**config.mk**
```make
export PLATFORM = sky130hd
export DESIGN_NAME = tinyalu_responder
export DESIGN_NICKNAME = d
export VERILOG_FILES = /design/src/rtl/tinyalu_responder.sv
export SDC_FILE = /design/constraint.sdc
export NUM_CORES = 1
export LEC_CHECK = 0
export BUFFER_PORTS_ARGS = -buffer_cell sky130_fd_sc_hd__buf_2
export CAP_MARGIN = 5
export CORE_UTILIZATION = 40
export CTS_CLUSTER_SIZE = 8
export DETAILED_ROUTE_END_ITERATION = 16
export GPL_ROUTABILITY_DRIVEN = 0
export GPL_TIMING_DRIVEN = 0
export PLACE_DENSITY = 0.57
export SLEW_MARGIN = 25
export SYNTH_ARGS = -nofsm -noshare
export SYNTH_HDL_FRONTEND = slang
export SYNTH_SLANG_ARGS = --single-unit
```
**constraint.sdc**
```tcl
create_clock -name clk -period 11 [get_ports clk]
set_clock_uncertainty 0.15 [all_clocks]
set_input_delay 0 -clock clk [delete_from_list [all_inputs] [get_ports clk]]
set_output_delay 0 -clock clk [all_outputs]
set_load 0.02 [all_outputs]
```
**src/rtl/tinyalu_responder.sv**
```systemverilog
// tinyalu_responder
//   Responder side of the TinyALU start/done command protocol. A command is
//   captured from A/B/op on the first posedge that sees start high with a
//   non-zero opcode. It then executes and reports completion with a
//   one-cycle done pulse. Add, and, xor and illegal opcodes finish one edge
//   after capture. Multiply finishes MUL_LATENCY edges after capture.
//
// Parameters
//   MUL_LATENCY  posedges from the capture edge to the done edge for
//                multiply, 1..15
//
// Ports
//   clk      in   clock, all state changes on posedge
//   reset_n  in   asynchronous active-low reset
//   A, B     in   8-bit unsigned operands
//   op       in   3-bit opcode (0 no_op, 1 add, 2 and, 3 xor, 4 mul,
//                 5..7 illegal)
//   start    in   command valid, held high by the initiator until done
//   done     out  one-cycle completion pulse (registered)
//   result   out  16-bit result of the last completed command, held
//   err      out  high only in the done cycle of an illegal opcode
//   busy     out  high while a command is executing or waiting for start low

module tinyalu_responder #(
  parameter int MUL_LATENCY = 3
) (
  input  logic        clk,
  input  logic        reset_n,
  input  logic [7:0]  A,
  input  logic [7:0]  B,
  input  logic [2:0]  op,
  input  logic        start,
  output logic        done,
  output logic [15:0] result,
  output logic        err,
  output logic        busy
);

  typedef enum logic [1:0] {
    IDLE,
    BUSY,
    WAIT_LOW
  } state_t;

  localparam logic [2:0] OP_NOP = 3'b000;
  localparam logic [2:0] OP_ADD = 3'b001;
  localparam logic [2:0] OP_AND = 3'b010;
  localparam logic [2:0] OP_XOR = 3'b011;
  localparam logic [2:0] OP_MUL = 3'b100;

  // The countdown holds the number of edges still to wait before done.
  // A multiply therefore loads MUL_LATENCY-1. Every other opcode loads 0.
  localparam logic [3:0] MUL_LOAD = 4'(MUL_LATENCY - 1);

  state_t      state;
  logic [7:0]  a_q;
  logic [7:0]  b_q;
  logic [2:0]  op_q;
  logic [3:0]  count;
  logic [15:0] alu_out;
  logic        illegal;

  // The result is computed from the captured operands only. Changes on the
  // A/B/op inputs after the capture edge therefore cannot affect it. The
  // multiply is one combinational 8x8 product. Only the done timing is
  // stretched by the countdown.
  always_comb begin
    alu_out = 16'h0000;
    case (op_q)
      OP_ADD:  alu_out = {7'b0, ({1'b0, a_q} + {1'b0, b_q})};
      OP_AND:  alu_out = {8'h00, a_q & b_q};
      OP_XOR:  alu_out = {8'h00, a_q ^ b_q};
      OP_MUL:  alu_out = {8'h00, a_q} * {8'h00, b_q};
      default: alu_out = 16'h0000;
    endcase
  end

  assign illegal = (op_q > OP_MUL);

  // Command FSM with registered outputs.
  // In BUSY, the completion check comes before the abort check. A done edge
  // that coincides with start falling still completes, then leaves
  // WAIT_LOW on the following edge. The done and err pulses default to 0
  // every edge, so they can never last longer than one cycle.
  always_ff @(posedge clk or negedge reset_n) begin
    if (!reset_n) begin
      state  <= IDLE;
      a_q    <= 8'h00;
      b_q    <= 8'h00;
      op_q   <= OP_NOP;
      count  <= 4'd0;
      done   <= 1'b0;
      err    <= 1'b0;
      busy   <= 1'b0;
      result <= 16'h0000;
    end else begin
      done <= 1'b0;
      err  <= 1'b0;
      case (state)
        IDLE: begin
          if (start && (op != OP_NOP)) begin
            a_q   <= A;
            b_q   <= B;
            op_q  <= op;
            count <= (op == OP_MUL) ? MUL_LOAD : 4'd0;
            state <= BUSY;
            busy  <= 1'b1;
          end
        end
        BUSY: begin
          if (count == 4'd0) begin
            done   <= 1'b1;
            err    <= illegal;
            result <= illegal ? 16'h0000 : alu_out;
            state  <= WAIT_LOW;
          end else if (!start) begin
            state <= IDLE;
            busy  <= 1'b0;
          end else begin
            count <= count - 4'd1;
          end
        end
        WAIT_LOW: begin
          if (!start) begin
            state <= IDLE;
            busy  <= 1'b0;
          end
        end
        default: begin
          state <= IDLE;
          busy  <= 1'b0;
        end
      endcase
    end
  end

endmodule

```
==> flow_metrics.env <==
export IMPL_tns_ns=0
export IMPL_period_share_pct=44.53
export IMPL_drt_iter0_drc=134
export IMPL_drive_gt1_share_pct=15.25
export IMPL_crit_path_start_kind="flop"
export IMPL_routedWlPerCell_um=15.63
export IMPL_nets=639
export IMPL_hold_violations=0
export IMPL_max_slew_margin_rel_pct=52.06
export IMPL_initial_core_util_pct=41.34
export IMPL_fill_cells=1038
export IMPL_cts_resized_gates=0
export IMPL_crit_arrival_ns=4.95
export IMPL_drc=0
export IMPL_grt_usage_pct=19.54
export IMPL_grt_pass1_wl_um=17600
export IMPL_post_cts_repair_setup_buffers=0
export IMPL_fmax_ghz=0.2041
export IMPL_clk_insertion_delay_late_ns=0.31
export IMPL_yosysUniqueCellTypes=56
export IMPL_synth_edf_count=0
export IMPL_die_h_um=108.1
export IMPL_yosys_warnings=0
export IMPL_status="finished, final reports clean"
export IMPL_synth_top_cell_area_share_pct=24.46
export IMPL_endpoint_kind="flop"
export IMPL_areaGrowthSynthToFinish_pct=15.54
export IMPL_cts_buffer_depth=2
export IMPL_setup_viol=0
export IMPL_crit_path_max_fanout=9
export IMPL_report_final_slew_viol_count=0
export IMPL_cp_required_ns=11.06
export IMPL_synth_common_cells="58 x inv_1, 50 x ha_1, 48 x and2_1"
export IMPL_n_antenna_cell=0
export IMPL_synth_top_area_cell="dfrtp_1"
export IMPL_rsz0062_at_grt="no"
export IMPL_cts_buffers=5
export IMPL_synthArstFlopShare_pct=100.0
export IMPL_syn_inst=463
export IMPL_core_area_mm2=0.01089
export IMPL_tightest_slew_ns=0.7176
export IMPL_rows=38
export IMPL_hold_path_class="input pin to flop"
export IMPL_grt_ovfl_total=0
export IMPL_synth_most_common_cell="inv_1"
export IMPL_first_global_vias=3576
export IMPL_grt_antenna_before_repair=0
export IMPL_synth_nets=572
export IMPL_clock_root_buffer="clkbuf_8"
export IMPL_io_buffers=40
export IMPL_dp_hpwl_um=8007
export IMPL_synth_seq_cells=44
export IMPL_maxCapViolCount=0
export IMPL_synth_area_leaders="dfrtp_1 24%, fa_1 16%, ha_1 14%, and2_1 6.7%, mux2_2 5.0%"
export IMPL_ys_flop_type="dfrtp_1"
export IMPL_grt_max_degree=45
export IMPL_crit_type="flop to flop"
export IMPL_min_period_ns=4.898
export IMPL_dieArea_mm2=0.01168
export IMPL_clock_sinks=44
export IMPL_cts_hold_buf=20
export IMPL_routed_wirelength_um=10490
export IMPL_ios=41
export IMPL_syn_area_mm2=0.004501
export IMPL_via_per_inst=5.227
export IMPL_num_vias=3507
export IMPL_dr_pass1_iters=4
export IMPL_cts_htree_levels=2
export IMPL_yosysSeqAreaShare_pct=24.46
export IMPL_avgSynthCellArea_um2=9.720
export IMPL_clkTransAtPathRegs_ns=0.11
export IMPL_tritoncts="yes"
export IMPL_ant_nets=0
export IMPL_die_w_um=108.1
-- through the flow --
step	instances	utilization, %	hold WS (ns)	setup WS [ns]	instance area [um^2]
final	671	47.76	0.02581	6.102	5200
after global routing	671	47.76	0.05821	5.829	5200
after CTS	671	47.74	0.008789	6.071	5197
after detailed placement	643	44.78	0.08662	6.104	4876
after global placement	643	44.78	0.07747	6.091	4876
after floorplan	463	-	-0.4456	6.510	4501
-- area by class of cell --
cell class | instances | area (um^2) | share of cell area, %
Multi-Input combinational cell | 353 | 3144 | 60.47
Buffer | 7 | 31.28 | 0.6015
Timing Repair Buffer | 60 | 402.9 | 7.748
Inverter | 59 | 224.0 | 4.307
Sequential cell | 44 | 1101 | 21.17
Tap cell | 140 | 175.2 | 3.369
Clock inverter | 2 | 38.79 | 0.7459
Clock buffer | 6 | 82.58 | 1.588
-- sequential cells by signal (all words and copies together), names as in the netlist, 2 cells and up --
signal	count
count	4
result	16
b_q	8
state	2
op_q	3
a_q	8
-- cell families (layout without fill, tap and decap cells) --
family                   Yosys count  count (layout)  share of synthesized area, %
buffers and inverters             66             134                         5.672
AO/OA/AOI/OAI                     90              90                         13.59
AND/OR/NAND/NOR                  133             133                         16.15
flip-flops                        44              44                         24.46
XOR/XNOR                          13              13                         2.530
adder cells (fa/ha/maj)           87              87                         30.36
multiplexers                      30              30                         7.228
-- metal layers --
| metal | GRT usage, % | routed length (um) | part of all wire [%] |
|---|---|---|---|
| met5 | 0 | 0 | 0 |
| met4 | 2.642 | 36 | 0.34 |
| met3 | 2.712 | 257 | 2.5 |
| met2 | 32.94 | 4944 | 47 |
| met1 | 27.21 | 5248 | 50 |
-- worst max-delay path, cell delays in order (launching register included) --
cell	delay (ns)
dfrtp_1	0.57
ha_1	0.45
fa_1	0.48
fa_1	0.47
fa_1	0.56
inv_1	0.06
fa_1	0.53
inv_1	0.04
ha_1	0.34
o21a_1	0.19
o21a_1	0.21
and3_4	0.18
or3_1	0.31
a32o_1	0.26
-- cell usage in the layout (no fill, tap or decap), types with 2 or more instances in the layout --
master / n
nand2_1: 38
a221oi_1: 2
a22oi_1: 2
or3_1: 2
nand3_1: 2
o31ai_1: 3
and2_1: 48
mux2_2: 20
mux2i_1: 10
nand2b_1: 5
a211oi_1: 6
o211ai_1: 3
xor2_1: 8
inv_1: 58
nor2_1: 18
nor2b_1: 2
nor3_1: 6
o21ai_0: 23
fa_1: 37
nor3b_1: 2
dlygate4sd3_1: 20
xnor2_1: 5
o21bai_1: 4
a21o_1: 4
nand4_1: 2
a21oi_1: 19
buf_2: 43
dfrtp_1: 44
o21ai_1: 3
o21a_1: 5
ha_1: 50
clkbuf_8: 6
clkbuf_1: 3
-- final timing paths --
| check | to | slack (ns) | cells after the start | start |
|---|---|---|---|---|
| min | count[0] | 0.03 | 5 | start |
| max reg2reg | result[13] | 6.10 | 13 | b_q[4] |
| max | result[13] | 6.10 | 13 | b_q[4] |
| max in group asynchronous | busy | 10.24 | 2 | reset_n |
| min reg2reg | result[2] | 0.34 | 2 | result[2] |
| min in group asynchronous | b_q[0] | 0.06 | 2 | reset_n |
Power is not shown: default switching activity piles up to over one toggle a cycle in this logic, so the estimate is an artifact.
